<file path="config.mk">
export PLATFORM = sky130hd
export DESIGN_NAME = sublime_voice_scheduler
export DESIGN_NICKNAME = d
export VERILOG_FILES = /design/src/rtl/sublime_voice_scheduler.sv
export SDC_FILE = /design/constraint.sdc
export NUM_CORES = 1
export LEC_CHECK = 0
export CAP_MARGIN = 20
export CORE_ASPECT_RATIO = 0.8
export CORE_MARGIN = 8
export CORE_UTILIZATION = 35
export CTS_CLUSTER_DIAMETER = 40
export CTS_CLUSTER_SIZE = 40
export DETAILED_ROUTE_END_ITERATION = 16
export PLACE_DENSITY = 0.61
export SLEW_MARGIN = 5
export SYNTH_ARGS = -nofsm -noshare
export SYNTH_HDL_FRONTEND = slang
export SYNTH_SLANG_ARGS = --single-unit
</file>
<file path="constraint.sdc">
create_clock -name clk -period 6.8 [get_ports clk]
set_input_delay 1.36 -clock clk [delete_from_list [all_inputs] [get_ports clk]]
set_output_delay 1.36 -clock clk [all_outputs]
set_load 0.05 [all_outputs]
</file>
<file path="src/rtl/sublime_voice_scheduler.sv">
// Voice table with note-on/off allocation and a per-sample frame walker that presents
// each voice slot (NUM_VOICES-1 down to 0) for VOICE_CYCLES clocks. Optional: SUBLIME_VOICE_STEAL_EN.
module sublime_voice_scheduler #(
  parameter int NUM_VOICES   = 8,
  parameter int VOICE_CYCLES = 4
) (
  input  logic                          clk,
  input  logic                          rst,
  input  logic                          sample_tick,
  input  logic                          note_on,
  input  logic                          note_off,
  input  logic [6:0]                    note,
  input  logic [7:0]                    velocity,
  output logic [$clog2(NUM_VOICES)-1:0] active_voice,
  output logic                          active_voice_changed,
  output logic [7:0]                    active_voice_velocity,
  output logic [6:0]                    active_voice_note,
  output logic                          active_voice_gate,
  output logic                          frame_busy,
  output logic                          overrun,
  output logic                          note_dropped
);

  localparam int VW = $clog2(NUM_VOICES);
  localparam int CW = (VOICE_CYCLES > 1) ? $clog2(VOICE_CYCLES) : 1;
  localparam logic [VW-1:0] LAST_VOICE = VW'(NUM_VOICES - 1);
  localparam logic [CW-1:0] LAST_CNT   = CW'(VOICE_CYCLES - 1);

  typedef enum logic {IDLE, RUN} state_t;

  state_t          state;
  logic [CW-1:0]   cnt;
  logic [NUM_VOICES-1:0] gate_tab;
  logic [6:0]      note_tab [NUM_VOICES];
  logic [7:0]      vel_tab  [NUM_VOICES];

  logic            hit;
  logic [VW-1:0]   hit_idx;
  logic            free;
  logic [VW-1:0]   free_idx;
  logic [VW-1:0]   next_voice;

  // Descending scan so the lowest matching / free index wins.
  always_comb begin
    hit      = 1'b0;
    hit_idx  = '0;
    free     = 1'b0;
    free_idx = '0;
    for (int i = NUM_VOICES - 1; i >= 0; i--) begin
      if (gate_tab[i] && note_tab[i] == note) begin
        hit     = 1'b1;
        hit_idx = VW'(i);
      end
      if (!gate_tab[i]) begin
        free     = 1'b1;
        free_idx = VW'(i);
      end
    end
  end

  assign next_voice = active_voice - VW'(1);

  // Frame walker: active_voice doubles as the slot index.
  always_ff @(posedge clk) begin
    if (rst) begin
      state                 <= IDLE;
      cnt                   <= '0;
      active_voice          <= '0;
      active_voice_changed  <= 1'b0;
      active_voice_velocity <= '0;
      active_voice_note     <= '0;
      active_voice_gate     <= 1'b0;
      frame_busy            <= 1'b0;
      overrun               <= 1'b0;
    end else begin
      active_voice_changed <= 1'b0;
      case (state)
        IDLE: begin
          if (sample_tick) begin
            state                 <= RUN;
            cnt                   <= '0;
            frame_busy            <= 1'b1;
            active_voice          <= LAST_VOICE;
            active_voice_changed  <= 1'b1;
            active_voice_velocity <= vel_tab[LAST_VOICE];
            active_voice_note     <= note_tab[LAST_VOICE];
            active_voice_gate     <= gate_tab[LAST_VOICE];
          end
        end
        RUN: begin
          if (sample_tick) overrun <= 1'b1;
          if (cnt == LAST_CNT) begin
            cnt <= '0;
            if (active_voice == '0) begin
              state      <= IDLE;
              frame_busy <= 1'b0;
            end else begin
              active_voice          <= next_voice;
              active_voice_changed  <= 1'b1;
              active_voice_velocity <= vel_tab[next_voice];
              active_voice_note     <= note_tab[next_voice];
              active_voice_gate     <= gate_tab[next_voice];
            end
          end else begin
            cnt <= cnt + CW'(1);
          end
        end
        default: state <= IDLE;
      endcase
    end
  end

`ifdef SUBLIME_VOICE_STEAL_EN
  logic [VW-1:0] steal_ptr;
`endif

  // Voice table; note and note_off share one note bus, so note_on always wins a collision.
  always_ff @(posedge clk) begin
    if (rst) begin
      gate_tab     <= '0;
      note_dropped <= 1'b0;
      for (int i = 0; i < NUM_VOICES; i++) begin
        note_tab[i] <= '0;
        vel_tab[i]  <= '0;
      end
`ifdef SUBLIME_VOICE_STEAL_EN
      steal_ptr <= '0;
`endif
    end else begin
      note_dropped <= 1'b0;
      if (note_on) begin
        if (hit) begin
          vel_tab[hit_idx] <= velocity;
        end else if (free) begin
          note_tab[free_idx] <= note;
          vel_tab[free_idx]  <= velocity;
          gate_tab[free_idx] <= 1'b1;
        end else begin
`ifdef SUBLIME_VOICE_STEAL_EN
          note_tab[steal_ptr] <= note;
          vel_tab[steal_ptr]  <= velocity;
          gate_tab[steal_ptr] <= 1'b1;
          steal_ptr           <= steal_ptr + VW'(1);
`else
          note_dropped <= 1'b1;
`endif
        end
      end else if (note_off) begin
        for (int i = 0; i < NUM_VOICES; i++) begin
          if (gate_tab[i] && note_tab[i] == note) gate_tab[i] <= 1'b0;
        end
      end
    end
  end

endmodule
</file>
==> results of run 1 <==
[layout make-up]
type / count / area, µm²
Timing Repair Buffer: 52 / 490
Multi-Input combinational cell: 445 / 3620
Sequential cell: 154 / 4290
Clock inverter: 14 / 199
Tap cell: 312 / 390
Inverter: 16 / 60.1
Clock buffer: 17 / 425
Fill cell: 2218 / 13800
[synthesized netlist by cell type (2+ instances only)]
| library cell | instances |
|---|---|
| or2_1 | 3 |
| or3_1 | 3 |
| nor2_1 | 58 |
| a21o_1 | 3 |
| inv_1 | 16 |
| and2_1 | 72 |
| o21bai_1 | 2 |
| ha_1 | 3 |
| buf_2 | 10 |
| nor2b_1 | 4 |
| edfxtp_1 | 120 |
| dfxtp_1 | 34 |
| xnor2_1 | 44 |
| o2111ai_1 | 2 |
| a31oi_1 | 6 |
| buf_6 | 9 |
| nor4_2 | 3 |
| xor2_1 | 13 |
| nand4_1 | 15 |
| a221oi_1 | 2 |
| a21oi_1 | 29 |
| buf_4 | 7 |
| o21ai_0 | 3 |
| or2_2 | 10 |
| o21bai_2 | 4 |
| nor3_2 | 28 |
| a211oi_1 | 24 |
| nor3b_1 | 3 |
| nor3_1 | 27 |
| nand2_1 | 8 |
| mux2i_1 | 16 |
| and4_4 | 2 |
| mux4_2 | 32 |
| clkbuf_1 | 19 |
| nand3_1 | 4 |
[state kept, by name (all words and copies together) (netlist names), 2 cells and up]
signal	cells
active_voice	3
active_voice_note	7
active_voice_velocity	8
cnt	2
gate_tab	8
note_tab	56
vel_tab	64
[worst register-to-register path, stage by stage (launching register included)]
cell,delay [ns]
dfxtp_1,0.46
nor2b_1,0.08
o21ai_0,0.30
a21boi_0,0.18
o21ai_0,0.73
a211oi_2,0.20
or2_1,0.26
buf_4,0.26
o21bai_1,0.76
[routing by layer]
metal,GRT usage (%),part of all wire [%]
met5,0,0
met4,3.93,1.1
met3,3.73,6.9
met2,18.9,41
met1,21.0,51
[power groups by stage]
stage / registers [µW] / clock network [µW] / logic, µW
2_1_floorplan: 1120 / 0 / 201
3_3_place_gp: 1100 / 0 / 314
3_5_place_dp: 1100 / 0 / 314
4_1_cts: 1080 / 1030 / 315
5_1_grt: 1090 / 1060 / 338
6_report: 1080 / 1010 / 314
[path summary, 6_finish.rpt]
check / startpoint / to / depth (start not counted)
worst min register to register: overrun / overrun / 2
worst max register to register: gate_tab[7] / vel_tab[4][5] / 8
worst max-delay path: note[1] / vel_tab[5][6] / 8
worst min-delay path: overrun / overrun / 2
[logic make-up (layout without fill, tap and decap cells)]
family                     after synthesis  count (layout)  share of synthesized area [%]
and+or+nand+nor                        248             248                           18.5
DFF                                    154             154                           51.9
AOI/OAI and AO/OA                       89              89                           8.02
buffers and inverters                   63              99                           4.35
xor gates and xnor gates                57              57                           6.05
muxes                                   48              48                           10.7
adders and majority gates                3               3                          0.455
[per-stage QoR]
stage	total power, µW	hold slack, ns	util, %
after CTS	2430	0.493	40.7
after global routing	2480	0.504	40.7
after global placement	1410	0.453	38.0
after floorplan	1320	0.488	-
final	2410	0.483	40.7
after detailed placement	1420	0.477	38.0
==> results.md, run 1 <==
* CTS Buf Count at 17
* Die Ht at ~150 µm
* DRC errors left at 0
* Maximum vdd drop at 112 µV
* Int Power at 1790 µW
* Clock power share at approximately two fifths
* CP arrival at 5.17 ns
* Largest net degree at the start of global routing at 51
* Total Wirelength at 19800 µm
* Post-synth top area cell: edfxtp_1
* Clock-pin slew on the worst setup and hold paths at 0.06 ns
* First-pass DRT Iterations at 4
* Post-synth EDFFs at 120
* FF-to-FF setup slack at around 3.2 ns
* Routed Antenna Nets at 0
* HP Class: flip-flop to flip-flop
* Area growth syn-to-layout at 14.8%
* Worst slew pin tran at approximately 1.1 ns
* Ant. Diodes at 0
* Initial antenna violation count at 0
* Ratio of cells with drive above 1 in the final layout at 19.6%
* CP Class: input pin to flip-flop
* Sw power at just over 600 µW
* #FFs+latches synth at 154
* Worst setup SP type: input pin
* PnR worst setup slack at 1.70 ns
* Initial DRC Count at 441
* Die ar. at 28800 µm²
* GRT Residual Overflow at 0
* Synth area leaders: edfxtp_1 44%, mux4_2 8.7%, dfxtp_1 8.2%
* Core Footprint at 23300 µm²
* Worst-case clock buffer depth at 2
* Fin. max-slew vios at 0
* Routed vias at 5301
* Total negative setup slack at 0 ns
* Io pins at between 40 and 50
* Peak Freq at 196 MHz
* First-pass GRT wire length at 31400 µm
* Setup Skew at 0.00765 ns
* Post-Synthesis Cells at about 660
* Initial Util at a little over a third
* Setup violators final at 0
* Commonest non-fill, non-tap cell in the layout: edfxtp_1
* Number of port buffers at 42
* Final instance area at 9470 µm²
* DP HPWL at 13800 µm
* Max stage delay on crit path at about 1.0 ns
* Ys async rst share at 0%
* Final nets at 709
* Area share of the largest cell type after synthesis at 43.7%
* Die width at between 150 and 200 µm
* Slowest stage cell, crit path: clkdlybuf4s50_1
* Clock sinks at 154
* Fin crit share at 75.0%
* Syn_area_per_cell at between 10 and 15 µm²
* Status: finished clean
* WL/cell at 19.6 µm
* Routability cong. at 0.897
* Fin cells at 1010
* Combinational fraction of design power at 13.0%
* RSZ-0062 raised after global routing: false
* CP max FO at 27
* Post-CTS setup buffers at 0
* Minimum clock period at 5.10 ns
* CTS tree: yes
* Yosys warns at 0
* Leak at ~0.0031 µW
* Post-place setup slack at between 1 and 1.5 ns
* H-tree Lvls at 4
* Via/cell ratio at roughly 5.2
* Seq/Total Area, Yosys at 51.9%
* GR Util All Layers at 13.9%
* Num rows at 50
* Fin. Hold Viols at 0
* Max-slew headroom at 29.0%
* Sequential power share at 44.9%
* Syn Nets at approximately 690
* CP delay by family, top: compound AO/OA/AOI/OAI gates
* Post-CTS resize count at 0
* Hold Buf Count CTS at 0
* Placed Cells at 979
* PD cells at roughly 250 nW/µm²
* CP Capture Type: flip-flop
* Max_cap viols at 0
* Synth cell types at 59
* Req. time, crit path at 6.87 ns
* Commonest register cell after synthesis: edfxtp_1
* Switching Share at 25.4%
* Vias in the first global route at 5095
* Post-Syn Area at 8250 µm²
* Clock latency on the worst-skew pair at roughly 0.43 ns
* Area after DPL at 8840 µm²
* Most frequent cells in the layout: 120 x edfxtp_1, 72 x and2_1, 57 x nor2_1
* CP bufs+invs at 1
* Critical Path, Cell by Cell: clkdlybuf4s50_1 > xor2_1 > nor4_2 > and4_4 > or4_1 > o31ai_4 > a21o_1 > o21bai_1
* Root buf cell: clkbuf_16
No activity file was read; power rests on OpenSTA's default activity.
==> run 2: changes to the inputs <==
--- a/config.mk
+++ b/config.mk
@@ -12,7 +12,7 @@
 export CTS_CLUSTER_DIAMETER = 40
 export CTS_CLUSTER_SIZE = 40
 export DETAILED_ROUTE_END_ITERATION = 16
-export PLACE_DENSITY = 0.61
+export PLACE_DENSITY = 0.63
 export SLEW_MARGIN = 5
 export SYNTH_ARGS = -nofsm -noshare
 export SYNTH_HDL_FRONTEND = slang
==> constraint.sdc (replaced) <==
create_clock -name clk -period 4.4 [get_ports clk]
set_input_delay 0.88 -clock clk [delete_from_list [all_inputs] [get_ports clk]]
set_output_delay 0.88 -clock clk [all_outputs]
set_load 0.05 [all_outputs]
==> results.md, run 2 (synthesis results as in run 1) <==
* First-pass DRT Iterations at 5 (+1)
* Req. time, crit path at 4.54 ns (-2.33 ns)
* CP Class: input pin to flip-flop
* Worst Hold Path Cells at 2 (unchanged)
* Hold Buf Count CTS at 0 (unchanged)
* Die Ht at 153 µm (unchanged)
* Routability cong. at 0.892 (-0.56%)
* Die ar. at 28800 µm² (unchanged)
* Fin. Hold Viols at 0 (unchanged)
* Initial Util at 35.5% (unchanged)
* Vias in the first global route at 5408 (+6.1%)
* Status: finished clean
* Initial DRC Count at 390 (-12%)
* Fin crit share at 86.4%
* CP arrival at 3.94 ns (-1.23 ns)
* GRT Residual Overflow at 0 (unchanged)
* Max FFs per register at 64 (unchanged)
* CP Capture Type: flip-flop
* Routed vias at 5332 (+0.58%)
* Io pins at 43 (unchanged)
* Area growth syn-to-layout at 17.5%
* HP Class: flip-flop to flip-flop
* Maximum vdd drop at 241 µV (+120%)
* R2R depth at 8 (unchanged)
* Clock sinks at 154 (unchanged)
* Worst setup SP type: input pin
* Num rows at 50 (unchanged)
* Routed wl met3 at 1560 µm (+14%)
* Ant. Diodes at 0 (unchanged)
* PD cells at 370 nW/µm² (+45%)
* Regs by FF count: vel_tab: 64 flops, note_tab: 56 flops
* Clock latency on the worst-skew pair at 0.43 ns (about the same)
* Total negative setup slack at 0 ns (unchanged)
* Post-CTS setup buffers at 0 (unchanged)
* GR Util All Layers at 13.8% (-0.15 points)
* CTS tree: yes
* Ratio of cells with drive above 1 in the final layout at 23.5% (+3.9 points)
* Total Wirelength at 19300 µm (-2.4%)
* Max Used Layer: met4
* DP HPWL at 14100 µm (+2.5%)
* Root buf cell: clkbuf_16
* Largest net degree at the start of global routing at 50 (-2.0%)
* Peak Freq at 263 MHz
* Post-CTS resize count at 0 (unchanged)
* Biggest register: vel_tab
* Leak at 0.00331 µW (+5.0%)
* Placed Cells at 1015 (+3.7%)
* Final nets at 745 (+5.1%)
* DRC errors left at 0 (unchanged)
* Via/cell ratio at 5.09 (-3.0%)
* Die width at 188 µm (unchanged)
* Worst slew pin tran at 0.881 ns (-0.185 ns)
* Fin cells at 1047 (+3.7%)
* RSZ-0062 raised after global routing: false
* CP max FO at 11 (-59%)
* Minimum clock period at 3.80 ns
* Initial antenna violation count at 0 (unchanged)
* M1 WL at 9370 µm (-7.4%)
* Detail Route met2 WL at 8220 µm (+1.5%)
* Clock-pin slew on the worst setup and hold paths at 0.07 ns (about the same)
* Core Footprint at 23300 µm² (unchanged)
* H-tree Lvls at 4 (unchanged)
* Commonest non-fill, non-tap cell in the layout: edfxtp_1
* Routed Antenna Nets at 0 (unchanged)
* Setup violators final at 0 (unchanged)
* Worst-case clock buffer depth at 2 (unchanged)
* Fill cells at 2184 (-1.5%)
* CTS Buf Count at 17 (unchanged)
* Most frequent cells in the layout: 120 x edfxtp_1, 72 x and2_1, 57 x nor2_1
* Number of port buffers at 42 (unchanged)
* Max_cap viols at 0 (unchanged)
* Max-slew headroom at 41.3% (+12 points)
* WL/cell at 18.5 µm (-5.8%)
* First-pass GRT wire length at 31300 µm (about the same)
* Fin. max-slew vios at 0 (unchanged)
* Setup Skew at 0.0122 ns (+0.00453 ns)
==> run 2: worst paths after layout <==
path / slack, ns / start / to
hold / removal: 0.48 / overrun / overrun
hold reg to reg: 0.48 / overrun / overrun
setup / recovery: 0.60 / note[2] / vel_tab[4][2]
setup reg to reg: 1.41 / note_tab[2][0] / vel_tab[4][2]
==> run 2: metal layers <==
metal | vias to the layer above | track usage (%)
met2 | 171 | 19.5
li1 | 2567 | -
met4 | 0 | 3.78
met5 | - | 0
met1 | 2579 | 19.9
met3 | 15 | 4.34
==> run 2: power by group <==
part           total (µW)  switching, µW  internal (µW)
combinational         504            292            212
sequential           1670           39.9           1630
clock                1410            617            792
==> run 2: critical path: stages <==
cell and delay, ns:
clkdlybuf4s50_1 0.70, xor2_1 0.29, nor4_1 0.52, nand4_1 0.23, a21oi_1 0.29, o221ai_1 0.20, or2_1 0.41, o21bai_1 0.23
buf_4 0.18
==> run 2: area by class of cell <==
cell class	count	area [µm²]	area share, %
Timing Repair Buffer	88	773	7.98
Inverter	16	60.1	0.620
Multi-Input combinational cell	445	3620	37.3
Clock inverter	14	136	1.41
Sequential cell	154	4290	44.2
Tap cell	312	390	4.03
Clock buffer	18	429	4.43
==> run 2: stage by stage <==
stage / setup slack (ns) / cell area (µm²) / utilization [%] / hold WS [ns] / power (µW)
6_report: 0.598 / 9690 / 41.6 / 0.482 / 3580
5_1_grt: 0.432 / 9690 / 41.6 / 0.513 / 3720
3_5_place_dp: 0.195 / 9130 / 39.2 / 0.474 / 2210
4_1_cts: 0.640 / 9690 / 41.6 / 0.490 / 3620
2_1_floorplan: 0.971 / 8250 / - / 0.488 / 2040
3_3_place_gp: 0.183 / 9130 / 39.2 / 0.454 / 2200
==> run 3: changes to the inputs <==
--- a/config.mk
+++ b/config.mk
@@ -8,11 +8,11 @@
 export CAP_MARGIN = 20
 export CORE_ASPECT_RATIO = 0.8
 export CORE_MARGIN = 8
-export CORE_UTILIZATION = 35
+export CORE_UTILIZATION = 55
 export CTS_CLUSTER_DIAMETER = 40
 export CTS_CLUSTER_SIZE = 40
 export DETAILED_ROUTE_END_ITERATION = 16
-export PLACE_DENSITY = 0.63
+export PLACE_DENSITY = 0.87
 export SLEW_MARGIN = 5
 export SYNTH_ARGS = -nofsm -noshare
 export SYNTH_HDL_FRONTEND = slang
==> results.md, run 3 (synthesis results as in run 1) <==
* Worst-case clock buffer depth at 2 (unchanged)
* CTS Buf Count at 17 (unchanged)
* Area growth syn-to-layout at 15.2%
* CP arrival at 3.90 ns (-0.04 ns)
* Commonest non-fill, non-tap cell in the layout: edfxtp_1
* Setup Skew at 0.0118 ns (-0.000388 ns)
* FF/Latch Area at 4290 µm² (unchanged)
* Peak Freq at 260 MHz (-1.3%)
* Root buf cell: clkbuf_16
* Regs by FF count: vel_tab: 64 flops, note_tab: 56 flops
* Status: finished clean
* Die ar. at 19200 µm² (-33%)
* Io pins at 43 (unchanged)
* Via/cell ratio at 6.22 (+22%)
* Max-slew headroom at 46.4% (+5.1 points)
* Initial Util at 55.5% (+20 points)
* Setup violators final at 0 (unchanged)
* Clock latency on the worst-skew pair at 0.42 ns (about the same)
* Post-place setup slack at 0.256 ns (+0.0619 ns)
* Routability cong. at 1.00 (+12%)
* DP HPWL at 14600 µm (+3.5%)
* Fill cells at 1037 (-53%)
* Maximum vdd drop at 245 µV (+1.5%)
* Worst setup SP type: input pin
* Hold Buf Count CTS at 0 (unchanged)
* CTS tree: yes
* Multi-input gate area at 3620 µm² (unchanged)
* First-pass GRT wire length at 32300 µm (+3.0%)
* Die width at 153 µm (-19%)
* Number of port buffers at 42 (unchanged)
* Total negative setup slack at 0 ns (unchanged)
* Fin. max-slew vios at 0 (unchanged)
* Total Wirelength at 20500 µm (+6.1%)
* Final nets at 737 (-1.1%)
* Max FFs per register at 64 (unchanged)
* CP max FO at 8 (-3)
* Clock-pin slew on the worst setup and hold paths at 0.06 ns (about the same)
* Leak at 0.00328 µW (-0.80%)
* WL/cell at 22.4 µm (+21%)
* GRT Residual Overflow at 0 (unchanged)
* Req. time, crit path at 4.45 ns (-0.09 ns)
* Core Footprint at 14900 µm² (-36%)
* Num rows at 40 (-20%)
* DRC errors left at 0 (unchanged)
* PD cells at 380 nW/µm² (+2.9%)
* CP Class: input pin to flip-flop
* Routed Antenna Nets at 0 (unchanged)
* First-pass DRT Iterations at 5 (unchanged)
* Routed vias at 5694 (+6.8%)
* Initial antenna violation count at 0 (unchanged)
* Vias in the first global route at 5600 (+3.6%)
* Clock sinks at 154 (unchanged)
* H-tree Lvls at 4 (unchanged)
* Worst slew pin tran at 0.803 ns (-0.0777 ns)
* PnR worst setup slack at 0.550 ns (-0.0489 ns)
* Most frequent cells in the layout: 120 x edfxtp_1, 72 x and2_1, 57 x nor2_1
* Fin crit share at 87.5% (+1.1 points)
* HP Class: flip-flop to flip-flop
* Ant. Diodes at 0 (unchanged)
* GR Util All Layers at 21.5% (+7.7 points)
* RSZ-0062 raised after global routing: false
* Ratio of cells with drive above 1 in the final layout at 22.6% (-0.98 points)
* Minimum hold slack at 0.488 ns (+0.00618 ns)
* Die Ht at 126 µm (-18%)
* Biggest register: vel_tab
* Largest net degree at the start of global routing at 50 (unchanged)
* CP Capture Type: flip-flop
* Initial DRC Count at 674 (+73%)
* Fin. Hold Viols at 0 (unchanged)
* Post-CTS resize count at 0 (unchanged)
* Post-CTS setup buffers at 0 (unchanged)
* Minimum clock period at 3.85 ns (+0.0489 ns)
* Max_cap viols at 0 (unchanged)
## run 3: worst max-delay path, cell delays in order
cell and delay [ns]:
clkdlybuf4s50_1 0.65, buf_4 0.23, xnor2_1 0.15, nand4_1 0.15
nor2_1 0.53, or4_4 0.29, o31ai_4 0.09, a21o_1 0.29
o21bai_1 0.63
## run 3: worst paths after layout
kind | start | end | slack, ns | cells after the start
worst min register to register | overrun | overrun | 0.49 | 2
worst max-delay path | note[0] | vel_tab[5][5] | 0.55 | 9
worst max register to register | note_tab[7][4] | vel_tab[5][5] | 1.28 | 7
worst min-delay path | overrun | overrun | 0.49 | 2
## run 3: per-layer routing
metal  wire (µm)  global-route usage [%]  share of wire (%)
met5           0                       0                  0
met1        8670                    29.6                 42
met3        2140                    6.68                 10
met2        9420                    32.6                 46
met4         279                    5.34                1.4
## run 3: stage by stage
stage / power (µW) / cell area (µm²) / std cells / utilization, %
final: 3620 / 9510 / 916 / 64.0
after global routing: 3720 / 9510 / 916 / 64.0
after CTS: 3620 / 9500 / 915 / 63.9
after detailed placement: 2210 / 8920 / 883 / 60.0
after global placement: 2190 / 8900 / 882 / 59.9
after floorplan: 2040 / 8250 / 662 / -
## run 3: layout make-up
cell class,instances,share of cell area (%)
inverter,16,0.632
multi-input combinational,445,38.0
tap,189,2.49
timing repair buffer,80,7.67
clock inverter,8,0.579
clock buffer,24,5.51
sequential,154,45.1
## run 3: power breakdown
part	leakage [µW]	internal (µW)	total, µW	switching [µW]
logic	0.00147	213	512	299
clock network	0.000292	838	1430	590
registers	0.00152	1630	1680	46.0
total	0.00328	2680	3620	935
==> edit (config.mk and constraints of run 3) <==
Put one more register stage on the output `active_voice_note`, with the module's reset. The value now appears one clock later. The other outputs are not delayed to match.
--- a/src/rtl/sublime_voice_scheduler.sv
+++ b/src/rtl/sublime_voice_scheduler.sv
@@ -29,2 +29,4 @@
   typedef enum logic {IDLE, RUN} state_t;
+
+  logic [6:0] active_voice_note_s0;
 
@@ -70,3 +72,3 @@
       active_voice_velocity <= '0;
-      active_voice_note     <= '0;
+      active_voice_note_s0  <= '0;
       active_voice_gate     <= 1'b0;
@@ -85,3 +87,3 @@
             active_voice_velocity <= vel_tab[LAST_VOICE];
-            active_voice_note     <= note_tab[LAST_VOICE];
+            active_voice_note_s0  <= note_tab[LAST_VOICE];
             active_voice_gate     <= gate_tab[LAST_VOICE];
@@ -100,3 +102,3 @@
               active_voice_velocity <= vel_tab[next_voice];
-              active_voice_note     <= note_tab[next_voice];
+              active_voice_note_s0  <= note_tab[next_voice];
               active_voice_gate     <= gate_tab[next_voice];
@@ -155,2 +157,10 @@
 
+  always_ff @(posedge clk) begin
+    if (rst) begin
+      active_voice_note <= '0;
+    end else begin
+      active_voice_note <= active_voice_note_s0;
+    end
+  end
+
 endmodule
Check against the original RTL: same outputs for any inputs over 4 cycles, from zero or initial values and one cycle with rst high; that may be too few to reach the edited logic, so the function may still have changed.
==> edit against run 3 <==
Sequential cell count rose by 7; combinational power is 7.0% lower; worst setup slack improved by 36 ps; highest routed layer unchanged; fmax is 0.96% higher; die area decreased by 0.97%; hold slack worse by 40 ps; routed wire length down 4.7%; power down 1.1%; design area decreased by 0.88%; critical path depth stayed put; global-route usage fell by 0.94 points; synthesized area shrank 1.1%.
==> edit: results <==
[yosys]
synth_seq_cells = 161
ys_top_cells_by_area = "edfxtp_1 44%, dfxtp_1 10%, mux4_2 8.8%"
synthAdderAreaFrac_pct = 0.4600
synth_xor_area_share_pct = 6.118
synthMuxAreaShare_pct = 10.30
synth_compound_area_share_pct = 7.774

[worst_hold_path]
min_to = "active_voice_note_s0[6]"
worstHoldStart = "active_voice_note_s0[6]"

[routing]
drt_iter0_drc = 707
wl_met1_um = 8405
wl_met2_um = 8814
wl_met3_um = 1975

[status]
status = "completed"

[final_layout]
drive_gt1_share_pct = 16.78
n_all_inverters = 15
bufAreaShareNonClock_pct = 7.355
layout.comb_gates.multi_input = 454
clkbuf_count = 17
n_fill_cell = 1011
final-clk-cell-share_pct = 5.736
regArea_sq_um = 4425

[global_routing]
grtUsageMet1_pct = 28.18
grt_util_met2_pct = 30.81
track_usage_pct = 20.58
grt_use_met3_pct = 5.955
grt_max_degree = 43
grt_pass1_wl_um = 30660
first_global_vias = 5535

[placement]
hpwl_um = 14180
gp_congestion = 0.9172

[power_and_ir_drop]
vdd.ir_drop.worst_mv = 0.2508
power.internal_w = 0.002661

[setup_path]
path_max_fanout = 10
r2r_start = "gate_tab[6]"
-- edit: critical path, stage by stage --
cell	delay, ps
clkdlybuf4s50_1	630
buf_4	290
xnor2_1	230
nand4_1	140
nor2_1	400
nor4_4	170
a311o_1	410
a2111oi_4	370
or2_1	370
-- edit: stage by stage --
| step | setup WS, ps | cell area [sq um] | hold slack [ps] | std cells | power [W] |
|---|---|---|---|---|---|
| 2_1_floorplan | 956.5 | 8160 | 427.4 | 674 | 0.002080 |
| 3_3_place_gp | 292.4 | 8846 | 437.5 | 888 | 0.002208 |
| 3_5_place_dp | 235.5 | 8846 | 442.8 | 888 | 0.002228 |
| 4_1_cts | 648.2 | 9387 | 449.4 | 920 | 0.003572 |
| 5_1_grt | 367.5 | 9424 | 473.0 | 923 | 0.003684 |
| 6_report | 585.9 | 9424 | 448.2 | 923 | 0.003574 |
